**src/rtl/clock_ctrl_pkg.sv**
```systemverilog
// Shared definitions for the CPU clock-step controller: state encodings
// (also the value driven on the mode output) and default timing constants.
package clock_ctrl_pkg;

    typedef enum logic [1:0] {
        ST_STEP   = 2'b00,
        ST_RUN    = 2'b01,
        ST_HALTED = 2'b10
    } state_e;

    // 1 Hz tick from a 50 MHz board clock.
    localparam int RUN_DIV_DEFAULT  = 50_000_000;
    // 10 ms of stable input before a button change is accepted.
    localparam int DEBOUNCE_DEFAULT = 500_000;

endpackage

```
**src/rtl/clock_step_controller_if.sv**
```systemverilog
// Board-side signals of the clock-step controller. The master is the board /
// CPU side that drives the switch, button and halt request. The slave is the
// controller, which returns the tick enable and status.
interface clock_step_controller_if;

    logic        run_sw;
    logic        step_btn;
    logic        halt;
    logic        tick;
    logic [1:0]  mode;
    logic [15:0] tick_count;

    modport master (
        output run_sw, step_btn, halt,
        input  tick, mode, tick_count
    );

    modport slave (
        input  run_sw, step_btn, halt,
        output tick, mode, tick_count
    );

endinterface

```
**src/rtl/button_debouncer.sv**
```systemverilog
// Push-button conditioning: a 2-FF synchroniser, then a debounce counter, then
// a rising-edge detector. press is a one-cycle pulse that comes one cycle
// after the debounced level rises. The level resets low, so a button held
// through reset is reported as a fresh press.
module button_debouncer
    import clock_ctrl_pkg::*;
#(
    parameter int DEBOUNCE = DEBOUNCE_DEFAULT,
    parameter int DB_W     = 19
) (
    input  logic clock50MHZ,
    input  logic reset,
    input  logic raw,
    output logic level,
    output logic press
);

    localparam logic [DB_W-1:0] CNT_LAST = DB_W'(DEBOUNCE - 1);

    logic            sync1_q;
    logic            sync2_q;
    logic [DB_W-1:0] cnt_q;
    logic            level_q;
    logic            level_prev_q;
    logic            press_q;

    // Synchronise the button, accept the new level after DEBOUNCE disagreeing cycles, and flag each rise.
    always_ff @(posedge clock50MHZ) begin
        if (reset) begin
            sync1_q      <= 1'b0;
            sync2_q      <= 1'b0;
            cnt_q        <= '0;
            level_q      <= 1'b0;
            level_prev_q <= 1'b0;
            press_q      <= 1'b0;
        end else begin
            // NOTE: every register here uses non-blocking assignment. As a result,
            // sync2_q captures the old sync1_q and the chain acts as two stages.
            sync1_q <= raw;
            sync2_q <= sync1_q;
            if (sync2_q == level_q) begin
                cnt_q <= '0;
            end else if (cnt_q == CNT_LAST) begin
                cnt_q   <= '0;
                level_q <= sync2_q;
            end else begin
                cnt_q <= cnt_q + 1'b1;
            end
            level_prev_q <= level_q;
            press_q      <= level_q & ~level_prev_q;
        end
    end

    assign level = level_q;
    assign press = press_q;

endmodule

```
**src/rtl/clock_step_controller.sv**
```systemverilog
// CPU clock-enable sequencer. Runs free (one tick every RUN_DIV cycles) or
// single-steps (one tick per debounced button press). A CPU halt request
// freezes ticking until a step press, made with the switch in STEP, releases it.
// The tick output is a one-cycle enable pulse, not a derived clock.
module clock_step_controller
    import clock_ctrl_pkg::*;
#(
    parameter int RUN_DIV  = RUN_DIV_DEFAULT,
    parameter int DEBOUNCE = DEBOUNCE_DEFAULT,
    parameter int DIV_W    = 26,
    parameter int DB_W     = 19
) (
    input  logic                   clock50MHZ,
    input  logic                   reset,
    clock_step_controller_if.slave bus
);

    localparam logic [DIV_W-1:0] DIV_LAST = DIV_W'(RUN_DIV - 1);

    logic             run_s1_q;
    logic             run_s_q;
    logic             press;
    logic             btn_level_unused;  // the sequencer only needs the press pulse
    state_e           state_q;
    logic [DIV_W-1:0] div_q;
    logic             div_wrap;
    logic             tick_d;
    logic             tick_q;
    logic [15:0]      tick_count_q;

    button_debouncer #(
        .DEBOUNCE (DEBOUNCE),
        .DB_W     (DB_W)
    ) u_step_db (
        .clock50MHZ (clock50MHZ),
        .reset      (reset),
        .raw        (bus.step_btn),
        .level      (btn_level_unused),
        .press      (press)
    );

    // Two-stage synchroniser for the slide switch (a plain level, not debounced).
    always_ff @(posedge clock50MHZ) begin
        if (reset) begin
            run_s1_q <= 1'b0;
            run_s_q  <= 1'b0;
        end else begin
            run_s1_q <= bus.run_sw;
            run_s_q  <= run_s1_q;
        end
    end

    // A tick is due on a press in STEP, or on divider wrap in RUN.
    // A coincident halt request kills it.
    assign div_wrap = (div_q == DIV_LAST);
    assign tick_d   = ~bus.halt & (((state_q == ST_STEP) & press) |
                                   ((state_q == ST_RUN)  & div_wrap));

    // Mode FSM, run divider, registered tick and tick counter.
    always_ff @(posedge clock50MHZ) begin
        if (reset) begin
            state_q      <= ST_STEP;
            div_q        <= '0;
            tick_q       <= 1'b0;
            tick_count_q <= '0;
        end else begin
            tick_q       <= tick_d;
            tick_count_q <= tick_count_q + 16'(tick_d);
            case (state_q)
                ST_STEP: begin
                    div_q <= '0;
                    if (bus.halt) begin
                        state_q <= ST_HALTED;
                    end else if (run_s_q) begin
                        state_q <= ST_RUN;
                    end
                end
                ST_RUN: begin
                    if (bus.halt) begin
                        state_q <= ST_HALTED;
                        div_q   <= '0;
                    end else if (!run_s_q) begin
                        state_q <= ST_STEP;
                        div_q   <= '0;
                    end else if (div_wrap) begin
                        div_q <= '0;
                    end else begin
                        div_q <= div_q + 1'b1;
                    end
                end
                ST_HALTED: begin
                    // halt is ignored here. Only a step press releases the CPU, and that press issues no tick.
                    div_q <= '0;
                    if (press && !run_s_q) begin
                        state_q <= ST_STEP;
                    end
                end
                default: begin
                    state_q <= ST_STEP;
                    div_q   <= '0;
                end
            endcase
        end
    end

    assign bus.tick       = tick_q;
    assign bus.mode       = state_q;
    assign bus.tick_count = tick_count_q;

endmodule
```
**src/flat_wrapper.sv**
```systemverilog
// flat-port wrapper written by rule: the top's interface ports become plain ports
module clock_step_controller_flat import clock_ctrl_pkg::*;
#(
    parameter int RUN_DIV  = RUN_DIV_DEFAULT,
    parameter int DEBOUNCE = DEBOUNCE_DEFAULT,
    parameter int DIV_W    = 26,
    parameter int DB_W     = 19
)
  (clock50MHZ, reset, bus_run_sw, bus_step_btn, bus_halt, bus_tick, bus_mode, bus_tick_count);
  clock_step_controller_if bus_i ();
  input  logic clock50MHZ;
  input  logic reset;
  input wire logic [$bits(bus_i.run_sw)-1:0] bus_run_sw;
  input wire logic [$bits(bus_i.step_btn)-1:0] bus_step_btn;
  input wire logic [$bits(bus_i.halt)-1:0] bus_halt;
  output wire logic [$bits(bus_i.tick)-1:0] bus_tick;
  output wire logic [$bits(bus_i.mode)-1:0] bus_mode;
  output wire logic [$bits(bus_i.tick_count)-1:0] bus_tick_count;
  assign bus_i.run_sw = bus_run_sw;
  assign bus_i.step_btn = bus_step_btn;
  assign bus_i.halt = bus_halt;
  assign bus_tick = bus_i.tick;
  assign bus_mode = bus_i.mode;
  assign bus_tick_count = bus_i.tick_count;
  clock_step_controller #(.RUN_DIV(RUN_DIV), .DEBOUNCE(DEBOUNCE), .DIV_W(DIV_W), .DB_W(DB_W)) u_core (.clock50MHZ(clock50MHZ), .reset(reset), .bus(bus_i));
endmodule
```
**config.mk**
```make
export PLATFORM = sky130hd
export DESIGN_NAME = clock_step_controller_flat
export DESIGN_NICKNAME = d
export VERILOG_FILES = /design/src/rtl/clock_ctrl_pkg.sv /design/src/rtl/clock_step_controller_if.sv /design/src/rtl/button_debouncer.sv /design/src/rtl/clock_step_controller.sv /design/src/flat_wrapper.sv
export SDC_FILE = /design/constraint.sdc
export NUM_CORES = 1
export LEC_CHECK = 0
export ABC_CLOCK_PERIOD_IN_PS = 4600
export CORE_UTILIZATION = 50
export DETAILED_ROUTE_END_ITERATION = 10
export GPL_TIMING_DRIVEN = 0
export PLACE_DENSITY = 0.75
export SLEW_MARGIN = 20
export SYNTH_ARGS = -nofsm -noshare
export SYNTH_HDL_FRONTEND = slang
export SYNTH_HIERARCHICAL = 1
export SYNTH_SLANG_ARGS = --single-unit
```
**constraint.sdc**
```tcl
create_clock -name clock50MHZ -period 4.6 [get_ports clock50MHZ]
set_input_delay 0.92 -clock clock50MHZ [delete_from_list [all_inputs] [get_ports clock50MHZ]]
set_output_delay 0.92 -clock clock50MHZ [all_outputs]
set_load 0.1 [all_outputs]
```
# Yosys cells after proc, flatten, opt, wreduce, memory -nomap -nowiden
# Index checks and enable logic that the tools add are counted.
[word_totals]
register_bits = 71
input_bits = 5
output_inout_bits = 19
elab_cells = 46
[classes]
add_sub_neg = 3
n_eq_ne = 8
muxes = 6
bitwise_logic = 10
n_reduce_logical = 7
[ops]
columns = ["operator", "count"]
rows = [
  ["$add A26 B1 Y26 const B", 1],
  ["$eq A26 B26 Y1 const B", 1],
  ["$add A19 B1 Y19 const B", 1],
  ["$eq A19 B19 Y1 const B", 1],
  ["$add A16 B1 Y16", 1],
  ["$mux W2", 5],
  ["$pmux W2 S3", 1],
  ["$not A1 Y1", 5],
  ["$reduce_or A5 Y1", 1],
  ["$and A1 B1 Y1", 4],
  ["$ne A3 B2 Y1 const B", 1],
  ["$ne A3 B3 Y1 const B", 1],
  ["$reduce_and A3 Y1", 1],
  ["$reduce_or A3 Y1", 1],
  ["$eq A2 B1 Y1 const B", 1],
  ["$eq A2 B2 Y1 const B", 1],
  ["$logic_not A2 Y1", 1],
  ["$ne A2 B1 Y1 const B", 1],
  ["$reduce_and A2 Y1", 1],
  ["$eq A1 B1 Y1", 1],
  ["$logic_and A1 B1 Y1", 1],
  ["$logic_not A1 Y1", 1],
  ["$or A1 B1 Y1", 1],
]

# Longest topological paths before layout
# Gate-level depths: netlist of run 1.
[logic_depth]
word_depth = 5
ltp_mapped = 11
depth_no_buf = 11

# Modules after synthesis
# Netlist of run 1, hierarchy kept.
[modules_own_cells]
columns = ["module", "n_inst", "cells_each", "area_per_inst_um2", "seq_area_each_um2"]
rows = [
  ["clock_step_controller", 1, 233, 2063.2, 940.9],
  ["button_debouncer", 1, 115, 1047.3, 480.5],
]

# Worst setup path before layout of run 1
# OpenSTA, ideal clock, no wires.
[synth_timing]
path_type = "register -> register"
start = "register u_core.state_q[0] (netlist: u_core/bus.mode[0])"
end = "register u_core.tick_count_q[14] (netlist: u_core/bus.tick_count[14])"
setup_time_ns = 0.128
arrival_time_ns = 2.701
required_time_ns = 4.472
setup_slack_ns = 1.771
path_stages_with_launch = 11
n_path_buf = 0
synth_period_minus_slack_ns = 2.829
cell_sequence = "dfxtp_1 -> inv_1 -> nor4_1 -> a22oi_1 -> nor3_1 -> ha_1 -> ha_1 -> nand3_1 -> nor4_1 -> xnor2_1 -> nor2_1"
[synth_between]
elab_chain_len = 5
elab_cells_between_ends = 7
classes_between = "add/sub (1); eq/ne (1); bitwise (4); reduce/logical (1)"
[synth_lines]
columns = ["item", "line", "text"]
rows = [
  ["start: declaration", "clock_step_controller.sv:24", "state_e state_q;"],
  ["start signal: assignment", "clock_step_controller.sv:62", "state_q <= ST_STEP;"],
  ["start signal: assignment", "clock_step_controller.sv:73", "state_q <= ST_HALTED;"],
  ["start signal: assignment", "clock_step_controller.sv:75", "state_q <= ST_RUN;"],
  ["$eq A2 B1 Y1 or $logic_not A2 Y1 (tied branches)", "clock_step_controller.sv:57, clock_step_controller.sv:56", ""],
  ["$and A1 B1 Y1 (on tied branches)", "clock_step_controller.sv:57, clock_step_controller.sv:56", ""],
  ["$or A1 B1 Y1 (*)", "clock_step_controller.sv:56", "assign tick_d = ~bus.halt & (((state_q == ST_STEP) & press) |"],
  ["$and A1 B1 Y1 (*)", "clock_step_controller.sv:56", ""],
  ["via u_core.tick_d", "clock_step_controller.sv:27", "logic tick_d;"],
  ["$add A16 B1 Y16 (*)", "clock_step_controller.sv:68", "tick_count_q <= tick_count_q + 16'(tick_d);"],
  ["end signal: assignment", "clock_step_controller.sv:68", ""],
  ["end: declaration", "clock_step_controller.sv:29", "logic [15:0] tick_count_q;"],
]
# Mark *: on every way through the listed nets, which the timed path passes. The rest lies on a longest branch.
# A chain may end at the register's enable or synchronous reset.

# Final worst setup path of run 1
[layout_timing]
start = "register u_core.div_q[9]"
end = "register u_core.tick_count_q[14] (netlist: u_core/bus.tick_count[14])"
[layout_between]
elab_chain_len = 5
[layout_lines]
columns = ["item", "line", "text"]
rows = [
  ["start: declaration", "clock_step_controller.sv:25", "logic [DIV_W-1:0] div_q;"],
  ["start signal: assignment", "clock_step_controller.sv:88", "div_q <= div_q + 1'b1;"],
  ["$eq A26 B26 Y1", "clock_step_controller.sv:55", "assign div_wrap = (div_q == DIV_LAST);"],
  ["$and A1 B1 Y1", "clock_step_controller.sv:57", "((state_q == ST_RUN) & div_wrap));"],
  ["$or A1 B1 Y1", "clock_step_controller.sv:56", ""],
  ["$and A1 B1 Y1", "clock_step_controller.sv:56", ""],
  ["via u_core.tick_d", "clock_step_controller.sv:27", ""],
  ["$add A16 B1 Y16", "clock_step_controller.sv:68", ""],
]
# The timed path passes the listed nets, and every way through them passes these cells.

==> results of run 1 <==
## layout make-up
type,count,share of cell area (%)
clock inverter,3,1.78
tap,75,2.56
sequential,71,38.9
inverter,15,1.54
multi-input combinational,255,43.7
buffer,7,0.923
clock buffer,13,4.34
timing repair buffer,23,6.29
## per-stage QoR
stage               area (sq um)  setup WS, ns  std cells  util [%]  power (W)
global placement            3430          1.58        446      57.7   0.000653
detailed placement          3430          1.55        446      57.7   0.000653
CTS                         3660          1.52        462      61.4    0.00121
finish                      3660          1.50        462      61.4    0.00119
floorplan                   3110          1.77        348         -   0.000645
global route                3660          1.24        462      61.4    0.00124
## flip-flops by register name (all words and copies together) (netlist names), 2 cells and up
name / cells
u_core/div_q: 26
u_core/bus.mode: 2
u_core/bus.tick_count: 16
u_core/u_step_db/cnt_q: 19
## layer usage
metal / track usage [%] / vias up / share of wire (%)
met4: 7.14 / 0 / 1.5
met3: 7.19 / 10 / 4.0
met2: 31.8 / 43 / 48
met5: 0 / - / 0
met1: 24.8 / 1194 / 47
li1: - / 1299 / -
## Yosys cell counts
cell and instances:
buf_1 1, a22oi_1 1, or3b_2 2, and3_1 3, nand4_1 13, or4_1 5
nand3_2 2, nand2_1 17, or3_1 7, a21o_1 1, a21bo_2 1, nand3_1 19
or4_2 1, nand4_2 1, and2_1 1, xnor2_1 30, buf_4 1, or4bb_1 1
clkbuf_1 2, nor2_1 52, nor3_1 15, xor2_1 10, dfxtp_1 71, or4b_1 1
mux2i_1 2, buf_2 3, inv_1 15, nand2b_1 2, nor2b_1 7, nand4_4 2
nand3b_1 3, a21oi_2 1, ha_1 4, or4b_2 1, o31ai_1 3, o31ai_4 1
a21oi_1 16, and4_1 3, or4_4 2, nor4_1 15, o21ai_0 10
## worst paths after layout
kind                                                     from                   endpoint
worst max-delay path                          u_core/div_q[9]  u_core/bus.tick_count[14]
worst min-delay path            u_core/u_step_db/level_prev_q     u_core/u_step_db/press
worst max register to register                u_core/div_q[9]  u_core/bus.tick_count[14]
worst min register to register  u_core/u_step_db/level_prev_q     u_core/u_step_db/press
## worst max-delay path, cell delays in order (launching register included)
cell and delay [ns]:
dfxtp_1 0.38, or4b_1 0.54, nor4_1 0.43, a22oi_1 0.16, nor3_1 0.19, ha_1 0.28
ha_1 0.27, nand3_1 0.20, nor4_1 0.31, xnor2_1 0.17, nor2_1 0.05
## where the power goes
| group | total [W] | switching, W | internal [W] |
|---|---|---|---|
| Combinational | 0.0000201 | 0.0000126 | 0.00000758 |
| Sequential | 0.000619 | 0.00000168 | 0.000617 |
| Clock | 0.000555 | 0.000221 | 0.000335 |
## cell usage in the layout, fill, tap and decap left out, drive strengths merged, types with 10 or more instances in the layout
cell type,synthesis,layout
inv,15,15
clkbuf,2,15
nand4,16,16
dfxtp,71,71
xnor2,30,30
nor2,52,52
xor2,10,10
o21ai,10,10
nand2,17,17
clkdlybuf4s50,0,23
a21oi,17,17
nor3,15,15
nor4,15,15
nand3,21,21
## cell families (layout without fill, tap and decap cells)
group	after synthesis	in the layout	share of synthesized area (%)
and+or+nand+nor	175	175	31.2
DFF	71	71	45.7
buffers and inverters	22	61	2.90
xor gates and xnor gates	40	40	11.3
adders and majority gates	4	4	1.61
muxes	2	2	0.644
AOI/OAI and AO/OA	34	34	6.68
==> results.md, run 1 <==
* Vias post-DR at 2546
* Power per cell area at 326 mW/mm^2
* Remaining antenna violation count after routing at 0
* YS warnings at 6
* Mapped Area at 0.00311 sq mm
* Slew Viols, Final at 0
* Max-Cap Viols at 0
* Register area share after synthesis at 45.7%
* Startpoint type of the worst setup path: flip-flop
* Post-layout net count at 391
* Setup TNS Final at 0 ns
* Starting Density at 52.2%
* Post-CTS setup buffer count at 0
* Worst slew pin tran at 0.982 ns
* DRT iter0 DRCs at 60
* Post-Synthesis Cells at 348
* Root Buffer: clkbuf_8
* Worst EP required at 4.82 ns
* Antenna violations before repair at 0
* Via density at 5.51
* Synth unique cells at 41
* Post-Synthesis Net Count at 357
* Layout fillers at 489
* GRT overflow at 0
* Cts hold-fix bufs at 0
* DRC at 0
* Routed len/inst at 12.9 um
* Worst hold path type: flip-flop to flip-flop
* Maximum number of pins on one net before global-route repair at 12
* Drt pass-1 iters at 4
* Area growth syn-to-layout at 17.6%
* Bufs on Longest Clock Path at 2
* Multi-input logic area at 0.00160 sq mm
* IO Count at 24
* Worst setup path class: flip-flop to flip-flop
* Yosys reg bits at 71
* Syn avg cell area at 8.94 sq um
* Achievable Freq at 322 MHz
* Clk Latency, worst-skew pair at 0.35 ns
* Synth top area share at 45.7%
* Critical-path maximum fanout at 5
* Clock Sinks at 71
* Routed wire length at 5950 um
* N_diodes at 0
* Final Hold Vio Count at 0
* Row count at 28
* Clock slew at reported path FFs at 0.07 ns
* Die height at 80.9 um
* Port Buffers at 23
* RSZ-0062 raised after global routing: no
* Core area at 0.00596 sq mm
* Slew headroom at 34.3%
* Post-DP HPWL at 4100 um
* Layout cells sized above 1 at 8.27%
* Clk_skew at 0.0106 ns
* Tmin final at 3.10 ns
* Die footprint at 0.00654 sq mm
* Leak pwr at 1.10 nW
* First-pass GRT wire length at 10000 um
* Vias in the first global route at 2216
* Worst reg2reg path depth at 10
* Cell type with the largest total area after synthesis: dfxtp_1
* Peak VDD IR at 0.223 mV
* Hold Path Stages at 1
* H-Tree Depth at 3
* Critical Path AT at 3.33 ns
* Cts bufs inserted at 9
* Tot GR Track Use at 20.0%
* Hold_ws at 0.389 ns
* Post-CTS sizing at 0
* Worst R2R Setup Slack at 1.50 ns
* Final setup violation count at 0
* Fin crit share at 67.5%
* Ranking of synthesized cells by area: dfxtp_1 46%, xnor2_1 8.4%, nor2_1 6.3%
* GPL Wtd Cong at 0.827
* Chip width at 80.9 um
* Outcome: completed
* Register area at 0.00142 sq mm
* Endpoint class of the critical path: flip-flop
* CTS tree: done
Power figures use the tool's default switching activity.
==> run 2, diff against run 1 <==
--- a/config.mk
+++ b/config.mk
@@ -5,7 +5,7 @@
 export SDC_FILE = /design/constraint.sdc
 export NUM_CORES = 1
 export LEC_CHECK = 0
-export ABC_CLOCK_PERIOD_IN_PS = 4600
+export ABC_CLOCK_PERIOD_IN_PS = 3000
 export CORE_UTILIZATION = 50
 export DETAILED_ROUTE_END_ITERATION = 10
 export GPL_TIMING_DRIVEN = 0
==> constraint.sdc (replaced) <==
create_clock -name clock50MHZ -period 3 [get_ports clock50MHZ]
set_input_delay 0.6 -clock clock50MHZ [delete_from_list [all_inputs] [get_ports clock50MHZ]]
set_output_delay 0.6 -clock clock50MHZ [all_outputs]
set_load 0.1 [all_outputs]
==> run 2 against run 1 <==
Sequential share of layout area down 0.51 points. Worst hold slack better by 0.00093 ns. Maximum frequency is 11% higher. Critical path type unchanged. Register-to-register slack worse by 1.3 ns. Design area is 1.3% higher. Largest power group unchanged. Sequential cell count unchanged. Combinational power is 54% higher. Global-route usage up 0.19 points. Routed wire length is 1.8% higher. Final cell count up 0.22%. Setup slack got worse by 1.3 ns.
==> results.md, run 2 (synthesized netlist as in run 1, its figures left out) <==
* Worst setup path class: flip-flop to flip-flop
* Final setup violation count at 0
* Worst Setup SP: u_core/div_q[10]
* Peak VDD IR at 0.342 mV
* Chip width at 80.9 um
* Commonest non-fill, non-tap cells in the layout: 71 x dfxtp_1, 52 x nor2_1, 30 x xnor2_1
* Worst r2r src: u_core/div_q[10]
* Row count at 28
* Core area at 0.00596 sq mm
* Leak pwr at 1.12 nW
* Worst reg2reg path depth at 10
* Fin crit share at 93.6%
* Vias in the first global route at 2242
* Root Buffer: clkbuf_8
* IO Count at 24
* Post-DP HPWL at 4100 um
* Layout fillers at 486
* Starting Density at 52.2%
* Via density at 5.55
* Die footprint at 0.00654 sq mm
* Slew Viols, Final at 0
* Cts hold-fix bufs at 0
* Commonest non-fill, non-tap cell in the layout: dfxtp_1
* Routed wire length at 6060 um
* Reg2reg end: u_core/bus.tick_count[14]
* Maximum number of pins on one net before global-route repair at 12
* Bufs on Longest Clock Path at 2
* Endpoint class of the critical path: flip-flop
* Tmin final at 2.81 ns
* Worst R2R Setup Slack at 0.19 ns
* Hold Path Stages at 1
* GPL Wtd Cong at 0.827
* N_diodes at 0
* Hold Path Origin: u_core/u_step_db/level_prev_q
* Critical-path maximum fanout at 5
* CTS tree: done
* Cts bufs inserted at 9
* Remaining antenna violation count after routing at 0
* Clock slew at reported path FFs at 0.07 ns
* Clock Sinks at 71
* Tot GR Track Use at 20.2%
* Startpoint type of the worst setup path: flip-flop
* Vias post-DR at 2571
* Post-layout util at 62.2%
* DRT iter0 DRCs at 70
* Max-Cap Viols at 0
* Routed len/inst at 13.1 um
* Antenna violations before repair at 0
* Post-layout net count at 392
* Port Buffers at 23
* Slew headroom at 34.4%
* Clk Latency, worst-skew pair at 0.34 ns
* Critical Path AT at 3.03 ns
* Layout cells sized above 1 at 10.3%
* DRC at 0
* Worst hold path type: flip-flop to flip-flop
* GRT overflow at 0
* Power per cell area at 494 mW/mm^2
* Worst EP required at 3.22 ns
* Drt pass-1 iters at 4
* Area growth syn-to-layout at 19.2%
* First-pass GRT wire length at 10100 um
* Outcome: completed
* H-Tree Depth at 3
* Final Hold Vio Count at 0
* Hold_ws at 0.390 ns
* Top reg by flops: u_core/div_q
* Die height at 80.9 um
* Worst slew pin tran at 0.982 ns
* Achievable Freq at 356 MHz
* Clk_skew at 0.0107 ns
* Hold Path End: u_core/u_step_db/press
* Max reg flops at 26
run 2: repair_timing:
action | 4_1_cts | 5_1_grt
endpoints found under the setup margin | 1 | 5
resized for setup | 2 | 6
pin swaps | 0 | 1
setup buffers | 0 | 1
run 2: stage by stage:
stage	TNS, ns	area, sq um	worst slack [ns]	cells	power (W)
6_report	0	3710	0.191	463	0.00183
5_1_grt	-0.00193	3710	-0.00193	463	0.00190
4_1_cts	0	3670	0.0697	462	0.00186
3_5_place_dp	-0.0519	3430	-0.0519	446	0.00100
3_3_place_gp	-0.0219	3430	-0.0219	446	0.00100
2_1_floorplan	0	3110	0.171	348	0.000990
run 2: worst max-delay path, cell delays in order (launching register included):
cell	delay [ns]
dfxtp_1	0.36
or4b_2	0.70
nor4_1	0.25
a22oi_1	0.14
nor3_2	0.14
ha_2	0.23
ha_2	0.24
nand3_2	0.15
nor4_2	0.26
xnor2_1	0.17
nor2_1	0.05
run 2: worst max-delay path by stage:
| stage | to | depth (start not counted) |
|---|---|---|
| after floorplan | u_core/bus.tick_count[14] | 10 |
| after global placement | u_core/bus.tick_count[14] | 10 |
| after detailed placement | u_core/bus.tick_count[14] | 10 |
| after CTS | u_core/bus.tick_count[14] | 10 |
| after global routing | u_core/bus.tick_count[8] | 9 |
| final | u_core/bus.tick_count[14] | 10 |
run 2: routing by layer:
metal / part of all wire (%) / vias to the layer above / track usage [%]
li1: - / 1302 / -
met1: 47 / 1216 / 24.7
met2: 48 / 43 / 32.0
met3: 3.7 / 10 / 7.30
met4: 1.5 / 0 / 8.04
met5: 0 / - / 0
run 2: area by class of cell:
cell class | instances | area [sq um] | area share [%]
buffer | 7 | 33.8 | 0.911
clock buffer | 13 | 159 | 4.29
clock inverter | 3 | 65.1 | 1.75
inverter | 15 | 56.3 | 1.52
multi-input combinational | 255 | 1640 | 44.2
sequential | 71 | 1420 | 38.3
tap | 75 | 93.8 | 2.53
timing repair buffer | 24 | 238 | 6.41
run 2: power by group:
part | switching (W) | leakage [nW] | total, W | internal, W
combinational | 0.0000194 | 0.429 | 0.0000310 | 0.0000116
sequential | 0.00000278 | 0.573 | 0.000949 | 0.000946
clock | 0.000337 | 0.114 | 0.000851 | 0.000513
total | 0.000360 | 1.12 | 0.00183 | 0.00147
==> run 3, diff against run 2 <==
--- a/config.mk
+++ b/config.mk
@@ -7,8 +7,10 @@
 export LEC_CHECK = 0
 export ABC_CLOCK_PERIOD_IN_PS = 3000
 export CORE_UTILIZATION = 50
+export CTS_CLUSTER_SIZE = 8
 export DETAILED_ROUTE_END_ITERATION = 10
 export GPL_TIMING_DRIVEN = 0
+export HOLD_SLACK_MARGIN = 0.08
 export PLACE_DENSITY = 0.75
 export SLEW_MARGIN = 20
 export SYNTH_ARGS = -nofsm -noshare
==> results of run 3 <==
The final DEF is identical to that of run 2; final timing and power are the same.
